<file path="config.mk">
export PLATFORM = sky130hd
export DESIGN_NAME = systolic_array
export DESIGN_NICKNAME = d
export VERILOG_FILES = /design/src/rtl/systolic_array.sv
export SDC_FILE = /design/constraint.sdc
export NUM_CORES = 2
export LEC_CHECK = 0
export BUFFER_PORTS_ARGS = -buffer_cell sky130_fd_sc_hd__clkbuf_2
export CAP_MARGIN = 5
export CELL_PAD_IN_SITES_DETAIL_PLACEMENT = 0
export CELL_PAD_IN_SITES_GLOBAL_PLACEMENT = 1
export CORE_UTILIZATION = 35
export DETAILED_ROUTE_END_ITERATION = 10
export PLACE_DENSITY = 0.66
export SYNTH_ARGS = -nofsm -noshare
export SYNTH_HDL_FRONTEND = slang
export SYNTH_SLANG_ARGS = --single-unit
</file>
<file path="constraint.sdc">
create_clock -name clk -period 6.2 [get_ports clk]
set_input_delay 0.31 -clock clk [delete_from_list [all_inputs] [get_ports clk]]
set_output_delay 0.31 -clock clk [all_outputs]
set_load 0.005 [all_outputs]
</file>
<file path="src/rtl/systolic_array.sv">
// ---------------------------------------------------------------------------
// systolic_array
//
// Output-stationary N x N matrix-multiply grid. Row operands (a-lane) travel
// left to right, column operands (b-lane) travel top to bottom, one PE per
// cycle. Each PE multiplies the operands it sees and accumulates the unsigned
// product locally. Accumulators wrap and only clear on rst.
//
// Ports
//   clk        : clock, rising edge
//   rst        : synchronous active-high reset, clears every PE register
//   en         : global advance enable; when low every register holds
//   in_left    : [N] row operands, in_left[i] enters PE[i][0]
//   in_top     : [N] column operands, in_top[j] enters PE[0][j]
//   out_right  : [N] registered a-lane leaving PE[i][N-1]
//   out_bottom : [N] registered b-lane leaving PE[N-1][j]
//   acc_out    : [N][N] accumulator of each PE, straight from its register
// ---------------------------------------------------------------------------
module systolic_array #(
    parameter int MATRIX_SIZE = 3,
    parameter int DATA_WIDTH  = 8,
    parameter int ACC_WIDTH   = 32
) (
    input  logic                  clk,
    input  logic                  rst,
    input  logic                  en,
    input  logic [DATA_WIDTH-1:0] in_left    [MATRIX_SIZE],
    input  logic [DATA_WIDTH-1:0] in_top     [MATRIX_SIZE],
    output logic [DATA_WIDTH-1:0] out_right  [MATRIX_SIZE],
    output logic [DATA_WIDTH-1:0] out_bottom [MATRIX_SIZE],
    output logic [ACC_WIDTH-1:0]  acc_out    [MATRIX_SIZE][MATRIX_SIZE]
);

    localparam int N = MATRIX_SIZE;

    logic [DATA_WIDTH-1:0] a_q   [N][N];
    logic [DATA_WIDTH-1:0] a_d   [N][N];
    logic [DATA_WIDTH-1:0] b_q   [N][N];
    logic [DATA_WIDTH-1:0] b_d   [N][N];
    logic [ACC_WIDTH-1:0]  acc_q [N][N];
    logic [ACC_WIDTH-1:0]  acc_d [N][N];

    // Operand seen by each PE this cycle (from the array edge or a neighbour).
    logic [DATA_WIDTH-1:0] a_in  [N][N];
    logic [DATA_WIDTH-1:0] b_in  [N][N];

    // Unsigned product zero-extended into the accumulator; sum wraps.
    function automatic logic [ACC_WIDTH-1:0] mac(
        input logic [ACC_WIDTH-1:0]  acc,
        input logic [DATA_WIDTH-1:0] a,
        input logic [DATA_WIDTH-1:0] b
    );
        logic [2*DATA_WIDTH-1:0] prod;
        prod = a * b;
        return acc + ACC_WIDTH'(prod);
    endfunction

    always_comb begin
        for (int i = 0; i < N; i++) begin
            a_in[i][0] = in_left[i];
            for (int j = 1; j < N; j++) begin
                a_in[i][j] = a_q[i][j-1];
            end
        end
        for (int j = 0; j < N; j++) begin
            b_in[0][j] = in_top[j];
            for (int i = 1; i < N; i++) begin
                b_in[i][j] = b_q[i-1][j];
            end
        end
        for (int i = 0; i < N; i++) begin
            for (int j = 0; j < N; j++) begin
                a_d[i][j]   = a_q[i][j];
                b_d[i][j]   = b_q[i][j];
                acc_d[i][j] = acc_q[i][j];
                if (en) begin
                    a_d[i][j]   = a_in[i][j];
                    b_d[i][j]   = b_in[i][j];
                    acc_d[i][j] = mac(acc_q[i][j], a_in[i][j], b_in[i][j]);
                end
            end
        end
    end

    // Reset clears operands as well as sums so in-flight data is discarded.
    always_ff @(posedge clk) begin
        if (rst) begin
            for (int i = 0; i < N; i++) begin
                for (int j = 0; j < N; j++) begin
                    a_q[i][j]   <= '0;
                    b_q[i][j]   <= '0;
                    acc_q[i][j] <= '0;
                end
            end
        end else begin
            for (int i = 0; i < N; i++) begin
                for (int j = 0; j < N; j++) begin
                    a_q[i][j]   <= a_d[i][j];
                    b_q[i][j]   <= b_d[i][j];
                    acc_q[i][j] <= acc_d[i][j];
                end
            end
        end
    end

    always_comb begin
        for (int k = 0; k < N; k++) begin
            out_right[k]  = a_q[k][N-1];
            out_bottom[k] = b_q[N-1][k];
        end
        for (int i = 0; i < N; i++) begin
            for (int j = 0; j < N; j++) begin
                acc_out[i][j] = acc_q[i][j];
            end
        end
    end

endmodule

</file>
==> results.md <==
- Status: complete, no violations
- Die Y: about 340 um
- Critical path cell sequence: nand2_1 > fa_1 > fa_1 > inv_1 > fa_1 > inv_1 > fa_1 > inv_1 > ha_1 > nor2b_1 > a311o_1 > o21a_1 > o31ai_4 > and3b_1 > mux2_4
- Clock Path Buffers: 3
- Seq pwr share: 0.309
- Post-route DRC: 0
- Most common cell on crit path: fa_1
- Comb pwr share: 0.315
- Crit end category: flop
- Final Hold Viols: 0
- Most common cell after layout, fill and taps aside: inv_1
- Number of flops mapped to enable cells by yosys: 0
- Post-DR wirelength/cell: approximately 18 um
- Startpoint types: flop
- Gp weighted congestion: between 0.8 and 0.9
- Lkg Pwr: 23.3 nW
- Starting density of the core: 0.352
- Clock-pin slew of the registers on the worst-case setup and hold paths: 0.06 ns
- Vias in the first global route: 32100
- Yosys warns: 0
- Worst clock skew: 0.0290 ns
- Dpl hpwl: 91100 um
- Synthesized instance count: between 4000 and 5000
- 1st-iter DRT viols: 1322
- Yosys reg bits: 432
- Main synth FF type: dfxtp_1
- Final Setup Violations: 0
- Post-synth cell types: 90
- First-pass GRT wire length: about 190000 um
- Critical Path AT: 5.81 ns
- Finished Layout Cells: between 6000 and 7000
- H-tree depth: 2
- Worst-Margin Slew: about 1 ns
- ANT nets after route: 0
- Max Cap Viol: 0
- Vias: 31900
- Clock Tree Root: clkbuf_16
- Drt total wl: 118000 um
- Crit path largest cell delay: 0.65 ns
- GR Overflow Total: 0
- Net Sw Frac: 0.351
- Highest-count cells in the layout ignoring fill and taps: inv_1, fa_1, dfxtp_1
- Synth top area cells: fa_1, dfxtp_1, ha_1, inv_1, mux2i_1
- CTS tree: built
- Die area: around 0.12 mm2
- Pin count of the biggest net entering global routing: 98
- CP max stage cell: dfxtp_1
- Dominant cell type by area after synthesis: fa_1
- Crit path max fanout: 10
- CP top delay family: adder cells
- Final Net Count: 5893
- Clock Power Share: 0.376
- Slew Viols, Final: 0
- Ports: approximately 390
- Worst-skew pair later-pin latency: 0.68 ns
- Hold Path Class: in -> reg
- Count of input and output buffers: 386
- Area grow syn2layout: 13.3%
- Worst vdd ir: between 0.2 and 0.25 mV
- Cell count after placement: 6483
- DIE WIDTH: 344 um
- Core area: 0.116 mm2
- Layout cells sized above 1: 0.113
- CTS resizes: 0
- Tcrit/Tclk final: 0.848
- Internal: between 6 and 7 mW
- Rel. slew slack: 0.339
- 1st-pass router iterations: 5
- Clk sinks: 432
- Req. time, crit path: between 6 and 7 ns
- Diode count: 0
- Final min period: around 5.3 ns
- Syn_nets: 5634
- Syn avg cell area: 8.58 um2
- Highest clock rate: 0.190 GHz
- Net switching power: between 3 and 4 mW
- Synth top area share: 0.220
- Setup TNS: 0 ns
- Setup Crit Path Kind: reg -> reg
- Asr flop ratio synth: 0
- Synth Cell Area: 0.0409 mm2
- Sequential cell area fraction in the yosys report: 0.211
- Worst Path Buf+Inv: 3
- Total track usage: 0.202
- RSZ-0062 raised after global routing: false
- Clock buffer count from CTS: 60
- Antenna violations before repair: 5
- Hold slack: 0.0604 ns
- Drt via density: 4.83
- Std cell rows: 125
- PD cells: 222 mW/mm2
[cells by family after synthesis]
group           share of synthesized area
compound gates                     0.0934
xor+xnor                           0.0353
fa+ha+maj                           0.333
buf+inv                             0.100
flops                               0.211
mux                                0.0569
simple gates                        0.170
[layout make-up]
cell class / instances / area, um2
Sequential cell: 432 / 8650
Fill cell: 12000 / 69700
Multi-Input combinational cell: 3255 / 28200
Clock inverter: 29 / 425
Tap cell: 1524 / 1910
Timing Repair Buffer: 419 / 2220
Clock buffer: 85 / 1770
Inverter: 855 / 3210
[state kept, by name (all words and copies together) (netlist names)]
name / count
a_q: 72
b_q: 72
acc_q: 288
[power groups by stage]
stage | Clock (mW) | Combinational, mW | Sequential [mW]
6_report | 3.87 | 3.24 | 3.18
2_1_floorplan | 0 | 2.49 | 3.10
3_5_place_dp | 0 | 3.28 | 3.25
5_1_grt | 4.10 | 3.79 | 3.21
3_3_place_gp | 0 | 3.27 | 3.24
4_1_cts | 4.02 | 3.31 | 3.19
[worst min-delay path, delay by kind of cell]
family | cells | cell delay (ns)
buf+inv | 1 | 0.19
mux | 1 | 0.10
simple gates | 1 | 0.07
[metrics by stage]
step	setup WS (ns)	util	power, mW	instance area, um2
after floorplan	1.40	-	5.58	40900
final	0.940	0.399	10.3	46300
after detailed placement	0.946	0.380	6.52	44100
after CTS	0.901	0.399	10.5	46300
after global placement	0.977	0.380	6.51	44100
after global routing	0.617	0.399	11.1	46300
[path summary, 6_finish.rpt]
path                 startpoint       endpoint  slack (ns)  depth (start not counted)
hold reg to reg   acc_q[0][127]  acc_q[0][127]        0.47                          2
setup / recovery      b_q[0][3]  acc_q[0][126]        0.94                         15
hold / removal       in_top[21]     b_q[0][21]        0.06                          3
setup reg to reg      b_q[0][3]  acc_q[0][126]        0.94                         15
[routing by layer]
layer,track usage,part of all wire
met2,0.327,0.46
met5,0,0.00035
met1,0.270,0.46
met4,0.0564,0.026
met3,0.0435,0.057
[cells in the mapped netlist (5+ instances only)]
library cell  number
o21ai_0          137
a21o_1            55
mux2_2             7
dfxtp_1          432
nand3_1           69
and4_1            11
and3_1            34
a211oi_1          49
fa_1             450
nand2_1          428
nand2b_1          18
mux2i_1          223
o31a_1             7
o21bai_1           7
o31ai_1            8
a31oi_1           19
clkbuf_1         188
xnor2_1           88
a21oi_1          178
inv_1            855
a31o_2             6
nand3b_1           5
and2_1           325
o2111ai_1          5
nor2_1           406
ha_1             369
or2_2              8
a311oi_1           6
o211ai_1          21
xor2_1            77
buf_2             27
nand4_1           30
a21bo_2            6
nor2b_1           25
or3_1             30
nor3_1            32
o21a_1            29
[repair_timing]
action,CTS,global route
setup buffers,0,0
hold endpoints to repair,2,0
hold buffers,2,0
(Power assumes the default switching activity.)
